--- config.mk ---
export PLATFORM = sky130hd
export DESIGN_NAME = alu_result_buf
export DESIGN_NICKNAME = d
export VERILOG_FILES = /design/src/rtl/alu_result_buf.sv
export SDC_FILE = /design/constraint.sdc
export NUM_CORES = 1
export LEC_CHECK = 0
export ABC_AREA = 0
export BUFFER_PORTS_ARGS = -buffer_cell sky130_fd_sc_hd__buf_2
export CELL_PAD_IN_SITES_DETAIL_PLACEMENT = 1
export CELL_PAD_IN_SITES_GLOBAL_PLACEMENT = 1
export CORE_MARGIN = 1.5
export CORE_UTILIZATION = 34
export DETAILED_ROUTE_END_ITERATION = 8
export GPL_ROUTABILITY_DRIVEN = 0
export GPL_TIMING_DRIVEN = 0
export PLACE_DENSITY_LB_ADDON = 0.1
export SLEW_MARGIN = 30
export SYNTH_ARGS = -nofsm -noshare
export SYNTH_HDL_FRONTEND = slang
export SYNTH_SLANG_ARGS = --single-unit
--- constraint.sdc ---
create_clock -name clk -period 4.2 [get_ports clk]
set_clock_uncertainty 0.2 [all_clocks]
set_input_delay 0.84 -clock clk [delete_from_list [all_inputs] [get_ports clk]]
set_output_delay 0.84 -clock clk [all_outputs]
set_load 0.03 [all_outputs]
--- src/rtl/alu_result_buf.sv ---
// Two-entry result buffer between the ALU and write-back, with trapped-overflow counting.
// Define ALU_EXC_CAPTURE_EN to capture the first trapped overflow into the exc_* outputs.
module alu_result_buf #(
  parameter int N  = 32,
  parameter int RW = 5
) (
  input  logic          clk,
  input  logic          rst,
  input  logic          in_valid,
  output logic          in_ready,
  input  logic [N-1:0]  in_result,
  input  logic          in_zero,
  input  logic          in_overflow,
  input  logic          in_trap,
  input  logic [RW-1:0] in_rd,
  input  logic          in_we,
  input  logic          flush,
  output logic          out_valid,
  output logic [N-1:0]  out_result,
  output logic          out_zero,
  output logic [RW-1:0] out_rd,
  output logic          out_we,
  input  logic          out_ready,
  output logic [15:0]   ovf_cnt,
  output logic          exc_valid,
  output logic [N-1:0]  exc_result,
  output logic [RW-1:0] exc_rd,
  input  logic          exc_clr
);

  logic [N-1:0]  result_q [2];
  logic          zero_q   [2];
  logic [RW-1:0] rd_q     [2];
  logic          we_q     [2];

  logic       wptr_q, wptr_d;
  logic       rptr_q, rptr_d;
  logic [1:0] count_q, count_d;
  logic [15:0] ovf_cnt_q, ovf_cnt_d;

  logic push, pop, trap_push;

  // in_ready depends only on registered occupancy (and rst), never on out_ready.
  assign in_ready  = !rst && (count_q != 2'd2);
  assign out_valid = (count_q != 2'd0);
  assign push      = in_valid && in_ready && !flush;
  assign pop       = out_valid && out_ready;
  assign trap_push = push && in_overflow && in_trap;
  assign ovf_cnt   = ovf_cnt_q;

  always_comb begin
    count_d   = count_q;
    wptr_d    = wptr_q;
    rptr_d    = rptr_q;
    ovf_cnt_d = ovf_cnt_q;
    if (flush) begin
      count_d = 2'd0;
      wptr_d  = 1'b0;
      rptr_d  = 1'b0;
    end else begin
      if (push) wptr_d = ~wptr_q;
      if (pop)  rptr_d = ~rptr_q;
      case ({push, pop})
        2'b10:   count_d = count_q + 2'd1;
        2'b01:   count_d = count_q - 2'd1;
        default: count_d = count_q;
      endcase
    end
    if (trap_push && (ovf_cnt_q != 16'hFFFF)) ovf_cnt_d = ovf_cnt_q + 16'd1;
  end

  always_ff @(posedge clk or posedge rst) begin
    if (rst) begin
      count_q     <= 2'd0;
      wptr_q      <= 1'b0;
      rptr_q      <= 1'b0;
      ovf_cnt_q   <= 16'd0;
      result_q[0] <= '0;
      result_q[1] <= '0;
      zero_q[0]   <= 1'b0;
      zero_q[1]   <= 1'b0;
      rd_q[0]     <= '0;
      rd_q[1]     <= '0;
      we_q[0]     <= 1'b0;
      we_q[1]     <= 1'b0;
    end else begin
      count_q   <= count_d;
      wptr_q    <= wptr_d;
      rptr_q    <= rptr_d;
      ovf_cnt_q <= ovf_cnt_d;
      if (push) begin
        result_q[wptr_q] <= in_result;
        zero_q[wptr_q]   <= in_zero;
        rd_q[wptr_q]     <= in_rd;
        // A trapping overflow must never reach the register file.
        we_q[wptr_q]     <= in_we && !(in_overflow && in_trap);
      end
    end
  end

  always_comb begin
    out_result = '0;
    out_zero   = 1'b0;
    out_rd     = '0;
    out_we     = 1'b0;
    if (out_valid) begin
      out_result = result_q[rptr_q];
      out_zero   = zero_q[rptr_q];
      out_rd     = rd_q[rptr_q];
      out_we     = we_q[rptr_q];
    end
  end

`ifdef ALU_EXC_CAPTURE_EN
  logic          exc_valid_q;
  logic [N-1:0]  exc_result_q;
  logic [RW-1:0] exc_rd_q;

  // A clear in the same cycle as a new trap frees the slot for that new trap.
  always_ff @(posedge clk or posedge rst) begin
    if (rst) begin
      exc_valid_q  <= 1'b0;
      exc_result_q <= '0;
      exc_rd_q     <= '0;
    end else if (trap_push && (!exc_valid_q || exc_clr)) begin
      exc_valid_q  <= 1'b1;
      exc_result_q <= in_result;
      exc_rd_q     <= in_rd;
    end else if (exc_clr) begin
      exc_valid_q  <= 1'b0;
    end
  end

  assign exc_valid  = exc_valid_q;
  assign exc_result = exc_result_q;
  assign exc_rd     = exc_rd_q;
`else
  logic unused_exc_clr;
  assign unused_exc_clr = exc_clr;
  assign exc_valid      = 1'b0;
  assign exc_result     = '0;
  assign exc_rd         = '0;
`endif

endmodule

# ---- Word-level counts from Yosys, hierarchy flattened
# Cells that the tools add are included.
dict set report totals {
  input_bits 47
  regBits 98
  out_inout_bits 95
  elab_cells 75
}
dict set report op_classes {
  bitwise_logic 4
  magnitude_cmp 3
  muxes 32
  add_sub_neg 3
  reduce_logical 17
  n_eq_ne 4
}
# op count
set op_table {}
lappend op_table {{$mux W32} 5}
lappend op_table {{$bwmux W64} 1}
lappend op_table {{$demux W32 S1} 1}
lappend op_table {{$mux W5} 5}
lappend op_table {{$add A16 B1 Y16 const B} 1}
lappend op_table {{$ne A16 B16 Y1 const B} 1}
lappend op_table {{$mux W1} 13}
lappend op_table {{$bwmux W10} 1}
lappend op_table {{$logic_and A1 B1 Y1} 10}
lappend op_table {{$reduce_bool A2 Y1} 3}
lappend op_table {{$demux W5 S1} 1}
lappend op_table {{$bwmux W2} 2}
lappend op_table {{$ge A2 B2 Y1 const B} 2}
lappend op_table {{$not A1 Y2} 2}
lappend op_table {{$pmux W2 S2} 1}
lappend op_table {{$logic_not A1 Y1} 3}
lappend op_table {{$reduce_bool A3 Y1} 1}
lappend op_table {{$add A2 B1 Y2 const B} 1}
lappend op_table {{$eq A2 B1 Y1 const B} 1}
lappend op_table {{$eq A2 B2 Y1 const B} 1}
lappend op_table {{$lt A2 B1 Y1 const B} 1}
lappend op_table {{$mux W2} 1}
lappend op_table {{$ne A2 B2 Y1 const B} 1}
lappend op_table {{$not A1 Y1} 2}
lappend op_table {{other kinds (2)} 2}

# ---- Logic depth before layout (Yosys ltp)
dict set report logic_depth {
  word_depth 7
  depth_mapped 6
  ltp_nobuf 5
}

# ---- Worst setup path before layout
# No wires, ideal clock.
dict set report synth_path {
  path_type {reg-to-output}
  from {register rptr_q}
  to {output port out_rd[0]}
  path_stages_with_launch 5
  path_slack_ns 1.706
  required_ns 3.160
  arrival_time_ns 1.454
  n_path_buf 2
  path_cell_list {dfrtp_1 > clkbuf_1 > clkbuf_1 > mux2i_1 > nor2_1}
}
dict set report synth_between {
  elab_chain_cells 5
}
# element line_no
set synth_lines {}
lappend synth_lines {{start: declaration} 37} ;# logic rptr_q, rptr_d;
lappend synth_lines {{start signal: assignment} 89} ;# rptr_q <= rptr_d;
lappend synth_lines {{$not A1 Y2 (not written as such)} 109} ;# out_rd = rd_q[rptr_q];
lappend synth_lines {{$mux W5 (not written as such) (3 in a row)} 109}
lappend synth_lines {{$mux W5} 106} ;# if (out_valid) begin
lappend synth_lines {{end: declaration} 21} ;# output logic [RW-1:0] out_rd,
# Every way passes these cells. The select of a mux whose other input is x is not followed.

# ---- Worst setup path in the final report
dict set report layout_path {
  from {register count_q[0]}
  to {output port out_rd[0]}
}
dict set report layout_between {
  elab_chain_cells 2
}
# element line_no
set layout_lines {}
lappend layout_lines {{start: declaration} 38} ;# logic [1:0] count_q, count_d;
lappend layout_lines {{start signal: assignment} 87} ;# count_q <= count_d;
lappend layout_lines {{$reduce_bool A2 Y1} 45} ;# assign out_valid = (count_q != 2'd0);
lappend layout_lines {{$mux W5} 106}
# Every way passes these cells.

==> results by stage <==
Run status:
- The flow ran to the end, and the final reports show no timing, DRC or antenna violations.

Yosys:
- Yosys attributes the largest share of cell area to dfrtp_1 51%, mux2_2 18%, mux2i_1 8.6%.
- The sequential share of the synthesized area is 51.1%.
- The number of storage elements in the synthesis netlist is 98.
- The number of distinct library cells after synthesis is 36.
- The mean instance size in the synthesized netlist is 12.0 µm².
- The synthesized netlist devotes 9.93% of its cell area to simple gates.
- The post-synthesis instance area is 4800 µm².
- In the synthesized netlist the dominant register cell turns out to be dfrtp_1.
- Summed over all instances, the cell type with the most area after synthesis is dfrtp_1.
- Counting every instance in the synthesized netlist gives 399.
- The xor and xnor fraction of the mapped netlist area is 2.55%.
- The adder and majority gate portion of the synthesized area is 0.261%.
- The synthesized netlist devotes 1.54% of its cell area to compound gates.
- The main combinational cell family by area after synthesis is multiplexers.
- The mux cell area share after synthesis is 26.6%.
- The top cell type's share of synthesized area is 51.1%.
- The number of enable-type register cells in the synthesized netlist is 0.
- The share of flip-flops with an asynchronous set or reset is 100%.
- For this run, the number of Yosys warnings is 0.

Floorplan:
- The initial core utilization is 34.7%.
- The site row count is 43.
- In this run the standard cell core region covers 13800 µm².
- The die is 122 µm tall.
- The top-level port count is 142.
- The floorplan step defined a die boundary enclosing 14800 µm².
- From left edge to right edge, the die measures 122 µm.

Finish:
- The share of final-layout standard cells stronger than drive strength 1 is 44.0%.
- The number of inserted diodes is 0.
- The non-filler instance count after layout is 735.
- The core utilization of the finished layout is 43.6%.
- Compared with the post-synthesis result, the final layout area differs by 25.6%.
- The layout filler cell count is 1563.
- The number of nets at the end of the flow is 598.
- Summing all non-filler instances in the final layout gives an area of 6030 µm².

STA:
- Setup violations remaining at the end of the flow were counted as 0.
- The timing-limited maximum frequency is 290 MHz.
- The worst-case headroom to the max-slew limit is 41.5%.
- The count of final max-slew check failures is 0.
- The post-route fraction of the period consumed by the critical path is 82.2%.
- In the final timing run, aggregate negative setup slack is 0 ns.
- The worst path meets setup with 0.747 ns of slack.
- The worst hold slack is 0.295 ns.
- The final critical path time including I/O delays and setup is 3.45 ns.
- At the pin with the least slew margin, the transition time is 0.878 ns.
- The final count of hold timing violations is 0.
- Setup repair after global routing left no endpoint under its margin.

Placement:
- The total placed instance area is 5710 µm².
- After detailed placement, the design holds a cell count of 719.
- At the placement stage, the worst setup path has a slack of 1.03 ns.
- During placement, the flow inserted port buffers numbering 102.
- The placed wire-length estimate is 7850 µm.

Worst hold path:
- In this run the most critical hold path is launched from we_q[0]$_DFFE_PP0P_.
- The end point of the most critical hold path is we_q[0]$_DFFE_PP0P_.
- The kind of path behind the tightest hold check is reg2reg.
- The count of cells along the worst hold path is 2.

Pwr:
- The share of total power dissipated in the clock network is 31.2%.
- The areal power density over the cells is 462 nW/µm².
- The design draws 2.79 mW.
- The switching power share of the total is 29.4%.
- Across the VDD grid, the largest voltage drop is 0.197 mV.
- Combinational logic is responsible for 22.9% of the overall power.
- The analysis attributes to net switching a power of 0.820 mW.
- Summed over all cells, the static leakage comes to 2.96 nW.
- The share of power burned in registers is 45.9%.
- The cell internal power dissipation is 1.97 mW.

Detailed routing:
- After detailed routing, the number of remaining DRC violations is 0.
- The detailed router placed 3400 vias in this run.
- The number of iterations in the first detailed-routing pass is 4.
- The detail route stage leaves a number of antenna-violating nets equal to 0.
- In the routed layout, each cell is associated on average with a via count of 4.63.
- The final wirelength is 11100 µm.
- Dividing the detail-routed wire length by the instance count gives 15.1 µm.
- The iteration-0 DRC count of the detailed router is 71.

Worst setup path:
- The startpoint identified for the worst register-to-register timing path is ovf_cnt[0]$_DFFE_PP0P_.
- The end of the worst register-to-register path is ovf_cnt[1]$_DFFE_PP0P_.
- The depth of the worst register-to-register path is 5.
- The worst path required time is 3.16 ns.
- The worst-path maximum fanout is 10.
- The kind of start point of the critical path is a flip-flop.
- The nature of the critical path endpoint is an output pin.
- Data on the critical path arrives at its endpoint at 2.41 ns.
- The critical path in this run is classified as reg2out.
- The setup check on the worst reg-to-reg path leaves a slack of 1.81 ns.

CTS:
- TritonCTS built the clock tree.
- The number of buffers inserted by post-CTS setup repair is 0.
- The clock latency at the later pin of the worst-skew pair is 0.35 ns.
- The number of clock sinks is 98.
- The count of H-tree levels built during CTS is 3.
- After clock tree synthesis, the clock-pin slew on the worst setup and hold paths is 0.06 ns.
- Gates resized during post-CTS repair numbered 0.
- The total CTS buffers is 9.
- The clock tree root buffer cell is clkbuf_16.
- Counting along the longest clock path gives a buffer depth of 2.
- The number of hold buffers added after CTS was 0.

GRT:
- The aggregate global-route resource usage is 15.9%.
- The maximum number of pins on one net before global-route repair is 61.
- The initial antenna violation count is 0.
- The wire length of the first global-routing pass is 17900 µm.
- The number of global-route vias before repair is 3443.
- The total grt overflow is 0.

Job:
- The total of max-cap violations is 0.
==> metal layers <==
layer / global-route usage, % / part of all wire [%] / vias to the layer above
met5: 0 / 0 / -
met4: 7.50 / 2.0 / 0
met3: 3.70 / 5.8 / 12
met2: 24.9 / 46 / 93
met1: 20.8 / 46 / 1687
li1: - / - / 1608
==> critical path: stages (launching register included) <==
cell      delay [ns]
dfrtp_1         0.44
nor2_1          0.30
clkbuf_1        0.49
buf_1           0.51
nor2_1          0.12
buf_2           0.20
==> registers in the layout, indices dropped and copies added (netlist names) <==
signal and count:
wptr_q 1, rd_q 10, ovf_cnt 16, result_q 64, rptr_q 1, count_q 2, zero_q 2, we_q 2
==> cell usage after synthesis, drive strengths merged, types with 2 or more instances <==
cell type,number
a21oi,7
and2,2
and3,2
and4,2
buf,50
clkbuf,6
dfrtp,98
inv,4
mux2,77
mux2i,41
nand2,9
nand2b,2
nand3,7
nand4,7
nor2,45
nor2b,2
nor3,3
nor3b,2
nor4,9
xnor2,3
xor2,11
==> area by class of cell <==
class | instances | area, µm² | area share (%)
well taps | 180 | 225 | 3.74
clock inverters | 3 | 46.3 | 0.768
repair buffers | 103 | 538 | 8.92
inverters | 4 | 20.0 | 0.332
multi-input cells | 278 | 2110 | 35.0
clock buffers | 13 | 270 | 4.48
plain buffers | 56 | 365 | 6.06
flip-flops and latches | 98 | 2450 | 40.7
==> placed cells by master (no fill, tap or decap), types with 2 or more instances in the layout <==
cell	instances
a21oi_1	6
and2_1	2
and3_1	2
and4_1	2
buf_1	7
buf_2	106
buf_4	38
clkbuf_1	7
clkbuf_16	9
clkbuf_8	3
conb_1	38
dfrtp_1	98
inv_1	3
mux2_2	77
mux2i_1	41
nand2_1	9
nand2b_1	2
nand3_1	7
nand4_1	7
nor2_1	45
nor2b_1	2
nor3_1	3
nor3b_1	2
nor4_1	7
xnor2_1	3
xor2_1	11
==> worst max-delay path by stage <==
stage	startpoint	end	slack [ns]	cells past startpoint
floorplan	rst	count_q[0]$_DFFE_PP0P_	0.60	1
global placement	rst	result_q[55]$_DFFE_PP0P_	-0.73	2
detailed placement	count_q[0]$_DFFE_PP0P_	out_rd[0]	1.03	5
CTS	count_q[0]$_DFFE_PP0P_	out_rd[0]	0.64	5
global route	count_q[0]$_DFFE_PP0P_	out_rd[0]	0.54	5
finish	count_q[0]$_DFFE_PP0P_	out_rd[0]	0.75	5
==> logic make-up after synthesis <==
group	count (synthesis)
compound gates	12
xor+xnor	14
buf+inv	60
simple gates	95
fa+ha+maj	1
mux	118
other cells	1
flops	98
==> power by group through the flow <==
stage                     clock, mW  sequential [mW]  combinational (mW)
final                         0.869             1.28               0.637
after global routing          0.933             1.31               0.697
after CTS                     0.902             1.28               0.647
after detailed placement          0             1.30               0.646
after global placement            0             1.28               0.620
after floorplan                   0             1.29               0.471
Note: power is estimated with default switching activity, not from simulation.
